===== src/rtl/seq_detector_param.sv =====
// =============================================================================
// seq_detector_param : serial bit-sequence detector with a runtime-loadable
// pattern (1..PAT_W bits), overlapping/non-overlapping modes and optional
// saturating match counter (enabled by defining SEQ_DET_CNT_EN).
// Revision: 1.0
// =============================================================================
`default_nettype none

module seq_detector_param #(
  parameter int               PAT_W   = 8,
  parameter logic [PAT_W-1:0] DEF_PAT = PAT_W'(3'b110),
  parameter int               DEF_LEN = 3,
  parameter int               CNT_W   = 8
) (
  input  logic                         clk,
  input  logic                         rst,
  input  logic                         en,
  input  logic                         din,
  input  logic                         overlap,
  input  logic                         cfg_load,
  input  logic [PAT_W-1:0]             cfg_pattern,
  input  logic [$clog2(PAT_W+1)-1:0]   cfg_len,
  output logic                         dout,
  output logic [CNT_W-1:0]             match_cnt
);

  localparam int               LEN_W   = $clog2(PAT_W + 1);
  localparam logic [LEN_W-1:0] C_PAT_W = LEN_W'(PAT_W);

  logic [PAT_W-1:0] r_hist;
  logic [LEN_W-1:0] r_fill;
  logic [PAT_W-1:0] r_pat;
  logic [LEN_W-1:0] r_len;
  logic             r_dout;

  logic [PAT_W-1:0] w_hist_nxt;
  logic [LEN_W-1:0] w_fill_inc;
  logic [LEN_W-1:0] w_len_cfg;
  logic [PAT_W-1:0] w_mask;
  logic             w_match;

  always_comb begin
    w_hist_nxt = {r_hist[PAT_W-2:0], din};
    w_fill_inc = (r_fill == C_PAT_W) ? r_fill : r_fill + 1'b1;
    w_len_cfg  = ((cfg_len == '0) || (cfg_len > C_PAT_W)) ? C_PAT_W : cfg_len;
    // Shifting by len == PAT_W clears everything, giving an all-ones mask.
    w_mask     = ~({PAT_W{1'b1}} << r_len);
    w_match    = (w_fill_inc >= r_len) && (((w_hist_nxt ^ r_pat) & w_mask) == '0);
  end

  always_ff @(posedge clk or negedge rst) begin
    if (!rst) begin
      r_hist <= '0;
      r_fill <= '0;
      r_pat  <= DEF_PAT;
      r_len  <= LEN_W'(DEF_LEN);
      r_dout <= 1'b0;
    end else if (cfg_load) begin
      r_pat  <= cfg_pattern;
      r_len  <= w_len_cfg;
      r_hist <= '0;
      r_fill <= '0;
      r_dout <= 1'b0;
    end else if (en) begin
      r_hist <= w_hist_nxt;
      r_dout <= w_match;
      // Non-overlapping mode discards the matched bits from the window.
      r_fill <= (w_match && !overlap) ? '0 : w_fill_inc;
    end else begin
      r_dout <= 1'b0;
    end
  end

  assign dout = r_dout;

`ifdef SEQ_DET_CNT_EN
  logic [CNT_W-1:0] r_cnt;

  always_ff @(posedge clk or negedge rst) begin
    if (!rst) begin
      r_cnt <= '0;
    end else if (!cfg_load && en && w_match && (r_cnt != {CNT_W{1'b1}})) begin
      r_cnt <= r_cnt + 1'b1;
    end
  end

  assign match_cnt = r_cnt;
`else
  assign match_cnt = '0;
`endif

endmodule

`default_nettype wire


===== config.mk =====
export PLATFORM = sky130hd
export DESIGN_NAME = seq_detector_param
export DESIGN_NICKNAME = d
export VERILOG_FILES = /design/src/rtl/seq_detector_param.sv
export SDC_FILE = /design/constraint.sdc
export NUM_CORES = 1
export LEC_CHECK = 0
export CAP_MARGIN = 5
export CORE_ASPECT_RATIO = 0.8
export CORE_UTILIZATION = 30
export CTS_BUF_LIST = sky130_fd_sc_hd__clkbuf_16
export CTS_CLUSTER_SIZE = 16
export DETAILED_ROUTE_END_ITERATION = 10
export MAX_ROUTING_LAYER = met4
export SKIP_CTS_REPAIR_TIMING = 1
export SLEW_MARGIN = 20
export SYNTH_ARGS = -nofsm -noshare
export SYNTH_HDL_FRONTEND = slang
export SYNTH_SLANG_ARGS = --single-unit

===== constraint.sdc =====
create_clock -name clk -period 2.58 [get_ports clk]
set_input_delay 0.516 -clock clk [delete_from_list [all_inputs] [get_ports clk]]
set_output_delay 0.516 -clock clk [all_outputs]
set_load 0.1 [all_outputs]

# == Word level (Yosys, flattened, before mapping) ==
# Cells that the tools add are included.
# word_totals
ff_bits,24
out_inout_bits,9
inputBits,18
wordCells,29
# classes
magnitude_cmp,2
n_addsub,1
bitwise,3
n_reduce_logical,7
n_eq_ne,1
shift,1
n_mux,9
# ops
op,n
$mux W4,5
$mux W7,2
$and A8 B8 Y8,1
$logic_not A8 Y1,1
$not A8 Y8,1
$shl A8 B4 Y8 const A,1
$xor A8 B8 Y8,1
$add A4 B1 Y4 const B,1
$eq A4 B4 Y1 const B,1
$ge A4 B4 Y1,1
$gt A4 B4 Y1 const B,1
$logic_not A4 Y1,1
$logic_and A1 B1 Y1,2
$mux W1,2
$reduce_bool A2 Y1,1
$logic_not A1 Y1,1
$logic_or A1 B1 Y1,1

# == Depth between registers and ports, before layout ==
# Gate-level depths: netlist of run 1.
# logic_depth
depth_word,9
mapped_depth,11
mapped_depth_nobuf,11

# == Worst setup path after synthesis of run 1 ==
# No wires, ideal clock.
# synth_timing
path_type,register to register
start,reg r_fill[0]
end,reg r_fill[1]
arrival_ps,2072
path_stages_with_launch,12
path_slack_ps,407
setup_time_ps,101
n_path_buf,0
t_required_ps,2479
period_less_slack_ps,2173
cell_sequence,dfrtp_1 inv_1 ha_1 nand2_1 nor2_1 xnor2_1 ha_1 nand2b_1 a211o_1 a21oi_1 nor3_2 o32ai_1
# synth_via
elab_chain_cells,8
elab_cells_between_ends,9
cone_classes,1 x add/sub; 1 x order compare; 1 x eq/ne; 4 x mux; 2 x reduce/logical
# synth_lines
element,line,rtl
"start, declared",31,logic [LEN_W-1:0] r_fill;
"start signal, assigned",68,r_fill <= (w_match && !overlap) ? '0 : w_fill_inc;
$add A4 B1 Y4 / $eq A4 B4 Y1 (equally long branches),44,w_fill_inc = (r_fill == C_PAT_W) ? r_fill : r_fill + 1'b1;
$mux W4 (*),44,
$ge A4 B4 Y1,48,w_match = (w_fill_inc >= r_len) && (((w_hist_nxt ^ r_pat) & w_mask) == '0);
$logic_and A1 B1 Y1,48,
$logic_and A1 B1 Y1,68,
$mux W4 (*),68,
$mux W4 (*),64,end else if (en) begin
$mux W4 (*),58,end else if (cfg_load) begin
# Every way passes the cells marked *; elsewhere a longest branch is shown, timed or not. The select of a mux whose other input is x is not followed.
# A chain may end at the register's enable or synchronous reset.

# == Worst setup path after layout of run 1 ==
# Same ends and word-level chain as after synthesis.

==> results of run 1 <==
-- synthesized netlist by cell type (3+ instances only) --
| master | number |
|---|---|
| inv_1 | 7 |
| dfstp_2 | 4 |
| nand2b_1 | 4 |
| nor2_1 | 11 |
| xor2_1 | 7 |
| ha_1 | 6 |
| xnor2_1 | 3 |
| o21ai_0 | 3 |
| mux2i_1 | 8 |
| dfrtp_1 | 20 |
| mux2_2 | 8 |
| o22ai_1 | 5 |
| nand2_1 | 6 |
| buf_4 | 8 |
| clkbuf_1 | 3 |
-- sequential cells by signal (all words and copies together), names as in the netlist --
name    cells
r_pat       8
r_hist      7
r_fill      4
r_len       4
dout        1
-- stage by stage --
stage / utilization [%] / instance area (sq um) / cells / total power (uW)
2_1_floorplan: - / 1370 / 135 / 615
3_3_place_gp: 37.4 / 1580 / 201 / 670
3_5_place_dp: 37.4 / 1580 / 201 / 680
4_1_cts: 39.9 / 1690 / 205 / 1130
5_1_grt: 40.1 / 1700 / 205 / 1170
6_report: 40.1 / 1700 / 205 / 1120
-- cell families after synthesis --
family | synth area share [%]
xor+xnor | 6.51
buf+inv | 7.53
other cells | 0.279
compound gates | 12.2
flops | 45.0
simple gates | 10.3
fa+ha+maj | 5.58
mux | 12.6
-- critical path: stages, from the launching register on --
cell      delay (ns)
dfrtp_1         0.39
inv_1           0.14
ha_1            0.18
nand2_1         0.08
nor2_1          0.17
xnor2_2         0.16
ha_1            0.26
nand2b_1        0.14
a211o_1         0.31
a21oi_2         0.16
nor3_2          0.09
o32ai_1         0.27
-- path summary, 6_finish.rpt --
| path | startpoint | end | depth (start not counted) |
|---|---|---|---|
| max | r_fill[0] | r_fill[1] | 11 |
| min | r_pat[3] | r_pat[3] | 1 |
| max reg2reg | r_fill[0] | r_fill[1] | 11 |
| min reg2reg | r_pat[3] | r_pat[3] | 1 |
| max in group asynchronous | rst | r_len[0] | 2 |
| min in group asynchronous | rst | r_hist[1] | 2 |
-- cell type report --
| type | count | area, sq um |
|---|---|---|
| Multi-Input combinational cell | 92 | 677 |
| Timing Repair Buffer | 21 | 213 |
| Inverter | 7 | 26.3 |
| Tap cell | 57 | 71.3 |
| Sequential cell | 24 | 606 |
| Clock buffer | 3 | 75.1 |
| Clock inverter | 1 | 30.0 |
| Fill cell | 421 | 2530 |
-- layer usage --
layer	part of all wire, %	up-vias	wire length (um)	GRT usage, %
met5	0	-	0	-
met4	0.87	0	23	3.30
met3	4.4	4	116	3.36
met2	47	24	1260	23.1
met1	47	478	1250	15.5
li1	-	476	-	-
-- where the power goes --
part | total (uW) | internal, uW | leakage (uW) | switching (uW)
clock | 441 | 308 | 0.0000511 | 133
combinational | 248 | 102 | 0.000401 | 146
sequential | 433 | 408 | 0.000301 | 25.6
total | 1120 | 818 | 0.000753 | 305
==> reports/qor.yml, run 1 <==
synth:
  ys_seq_area_share_pct: 45.0
  netlist_top_cells_area: "dfrtp_1 (37%), dfstp_2 (7.8%), mux2_2 (6.7%), mux2i_1 (5.9%), ha_1 (5.6%)"
  syn_area_per_cell_sq_um: 10.5
  synth_cells: 128
  async_reset_ff_share_pct: 100
  ys_seq_elements: 24
  synth_flop_cell: "dfrtp_1"
  yosysTopAreaCellShare_pct: 37.2
  synthDistinctLibCells: 35
  synth_edf_count: 0
  synth_warnings: 0
  netlist_area_sq_um: 1350
  synth_top_area_cell: "dfrtp_1"
floorplanning:
  die_h_um: 61.9
  fp-row-count: 21
  start_util_pct: 31.8
  die_area_sq_um: 4760
  coreArea_sq_um: 4230
  dieWidth_um: 76.9
  ios: 27
placed_design:
  dp_slack_ns: 0.171
  port_buffers: 18
  dp_hpwl_mm: 1.93
  place_congestion: 0.767
sta:
  timing.hold.ws_ns: 0.525
  setup_viol: 0
  setup_tns_ns: 0
  maxSlewHeadroom_pct: 65.9
  fin_worst_skew_ns: 0.00348
  hold_viol: 0
  min_period_over_period_pct: 94.8
  setup_ws_ns: 0.134
  worst_pin_slew_ns: 0.510
  period_needed_ns: 2.45
  max_freq_ghz: 0.409
  drv_slew: 0
  rsz0062_at_grt: "false"
setup_path:
  cp.arrival_ns: 2.59
  rrSetupSlack_ns: 0.13
  path_max_fanout: 4
  cp-end-kind: "register"
  worst_setup_path_start_kind: "register"
  worstSetupPathType: "register to register"
  cp.required_ns: 2.73
drt:
  ant_nets: 0
  drc_errors: 0
  drt-initial-drc-count: 43
  avgRoutedWirePerCell_um: 12.9
  num_vias: 982
  wl_mm: 2.65
  drt-pass1-iter-count: 4
  avgViaCountPerCell: 4.79
clocking:
  cts.sinks: 24
  htreeDepth: 1
  cts_tree: "yes"
  clock_path_buffers: 2
  root_buffer: "clkbuf_16"
  numCtsBuffers: 3
  path_clk_slew_ns: 0.06
  clkLatencyLatePin_ns: 0.26
final_layout:
  diodes: 0
  final_common_cell: "dfrtp_1"
  final_layout_size_suffix_gt1_share_pct: 16.2
  area_growth_pct: 26.1
  nets: 173
  final_cell_mix: "dfrtp_1 (20), clkdlybuf4s50_1 (17), nor2_1 (11)"
grt:
  grt-ovfl-total: 0
  antenna_found_initial: 0
  grt_pass1_wl_mm: 4.62
  grt_max_degree: 25
  grt_pass1_vias: 1001
  track_usage_pct: 13.2
power:
  ir_worst_vdd_mv: 0.394
  power_density_nw_per_um2: 661
  total_leakage_power_uw: 0.000753
min_path:
  min_path_type: "register to register"
job:
  maxCapViolations: 0
run_status:
  status: "complete, no violations"
(Power assumes the default switching activity.)
==> run 2, diff against run 1 <==
--- a/config.mk
+++ b/config.mk
@@ -12,6 +12,7 @@
 export CTS_CLUSTER_SIZE = 16
 export DETAILED_ROUTE_END_ITERATION = 10
 export MAX_ROUTING_LAYER = met4
+export RECOVER_POWER = 50
 export SKIP_CTS_REPAIR_TIMING = 1
 export SLEW_MARGIN = 20
 export SYNTH_ARGS = -nofsm -noshare
==> run 2 against run 1 <==
  * Sequential cell count did not move
  * Largest power group unchanged
  * Clock skew did not move
  * Via count did not move
  * Combinational power barely moved
  * Clock-buffer cell count did not move
  * Power barely moved
  * First-iteration DRC count did not move
  * Sequential power barely moved
  * Worst setup slack did not move
==> reports/qor.yml, run 2 (same netlist as run 1, synthesis figures left out) <==
power:
  power_density_nw_per_um2: 662
  ir_worst_vdd_mv: 0.394
  total_leakage_power_uw: 0.000750
  finalPower_uw: 1120
final_layout:
  final_cell_mix: "dfrtp_1 (20), clkdlybuf4s50_1 (16), nor2_1 (11)"
  area_growth_pct: 25.8
  multi_input_comb_area_sq_um: 677
  top_regs: "r_pat: 8 flops, r_hist: 7 flops"
  nets: 173
  final_layout_size_suffix_gt1_share_pct: 15.5
  seq_area_sq_um: 606
  final_common_cell: "dfrtp_1"
  utilization_pct: 40.0
  largest_reg_flops: 8
  diodes: 0
  post_layout_nonfiller_instances: 205
  fillers: 423
  largest_register: "r_pat"
sta:
  setup_ws_ns: 0.134
  setup_tns_ns: 0
  worst_pin_slew_ns: 1.31
  rsz0062_at_grt: "false"
  drv_slew: 0
  fin_worst_skew_ns: 0.00348
  hold_viol: 0
  period_needed_ns: 2.45
  max_freq_ghz: 0.409
  min_period_over_period_pct: 94.8
  setup_viol: 0
  maxSlewHeadroom_pct: 12.5
setup_path:
  path_max_fanout: 4
  cp.required_ns: 2.73
  rrSetupSlack_ns: 0.13
  crit_path_max_incr_delay_ns: 0.39
  cp.arrival_ns: 2.59
  timing.rr.end: "r_fill[1]"
  worst_setup_path_start_kind: "register"
  path_buf_inv: 1
  cp_top_family: "compound AO/OA/AOI/OAI gates"
  critPathMostFrequentCell: "ha_1"
  r2r-start: "r_fill[0]"
  cp-end-kind: "register"
  crit_chain: "inv_1 -> ha_1 -> nand2_1 -> nor2_1 -> xnor2_2 -> ha_1 -> nand2b_1 -> a211o_1 -> a21oi_2 -> nor3_2 -> o32ai_1"
  critPathSlowestCell: "dfrtp_1"
  r2r_cells: 11
  worstSetupPathType: "register to register"
drt:
  drc_errors: 0
  avgRoutedWirePerCell_um: 12.9
  ant_nets: 0
  drt-pass1-iter-count: 4
  wl_mm: 2.65
  num_vias: 982
  avgViaCountPerCell: 4.79
  drt-initial-drc-count: 43
grt:
  grt-ovfl-total: 0
  track_usage_pct: 13.2
  grt_pass1_vias: 1001
  grt_max_degree: 25
  grt_pass1_wl_mm: 4.62
  antenna_found_initial: 0
placed_design:
  placed_cells: 201
  port_buffers: 18
  dp_slack_ns: 0.171
  place_congestion: 0.767
  dp_hpwl_mm: 1.93
clocking:
  cts.sinks: 24
  path_clk_slew_ns: 0.06
  root_buffer: "clkbuf_16"
  numCtsBuffers: 3
  clkLatencyLatePin_ns: 0.26
  clock_path_buffers: 2
  cts_tree: "yes"
  htreeDepth: 1
min_path:
  min_from: "r_pat[3]"
  min_path_type: "register to register"
  hold_path_depth: 1
  worstHoldEndpoint: "r_pat[3]"
floorplanning:
  dieWidth_um: 76.9
  fp-row-count: 21
  die_h_um: 61.9
  ios: 27
  coreArea_sq_um: 4230
  die_area_sq_um: 4760
  start_util_pct: 31.8
job:
  maxCapViolations: 0
run_status:
  status: "complete, no violations"
[run 2: worst max path at each step]
stage | start | end | slack (ns) | cells past startpoint
CTS | r_fill[0] | r_fill[1] | 0.14 | 11
global placement | r_fill[0] | r_fill[1] | 0.31 | 11
finish | r_fill[0] | r_fill[1] | 0.13 | 11
floorplan | r_fill[0] | r_fill[1] | 0.41 | 11
detailed placement | r_fill[0] | r_fill[1] | 0.17 | 11
global route | r_fill[0] | r_fill[1] | 0.02 | 11
[run 2: area by class of cell]
type / count / share of cell area, %
tap: 57 / 4.21
timing repair buffer: 21 / 12.3
multi-input combinational: 92 / 40.0
sequential: 24 / 35.7
clock buffer: 3 / 4.43
inverter: 7 / 1.55
clock inverter: 1 / 1.77
[run 2: metrics by stage]
stage	hold slack (ns)	area (sq um)
6_report	0.525	1690
5_1_grt	0.537	1690
4_1_cts	0.531	1690
3_5_place_dp	0.516	1580
3_3_place_gp	0.514	1580
2_1_floorplan	0.220	1370
[run 2: layer usage]
metal | up-vias | track usage (%) | wire length, um
met1 | 478 | 15.5 | 1260
met4 | 0 | 3.30 | 23
met3 | 4 | 3.36 | 116
met2 | 24 | 23.1 | 1250
li1 | 476 | - | -
met5 | - | - | 0
[run 2: report_power, final]
group | internal, uW | switching [uW]
clock network | 308 | 133
registers | 408 | 25.6
logic | 101 | 146
total | 817 | 305
==> run 3, diff against run 2 <==
--- a/config.mk
+++ b/config.mk
@@ -14,7 +14,7 @@
 export MAX_ROUTING_LAYER = met4
 export RECOVER_POWER = 50
 export SKIP_CTS_REPAIR_TIMING = 1
-export SLEW_MARGIN = 20
+export SLEW_MARGIN = 40
 export SYNTH_ARGS = -nofsm -noshare
 export SYNTH_HDL_FRONTEND = slang
 export SYNTH_SLANG_ARGS = --single-unit
==> results of run 3 <==
No change in the layout: final DEF, timing and power equal those of run 2.
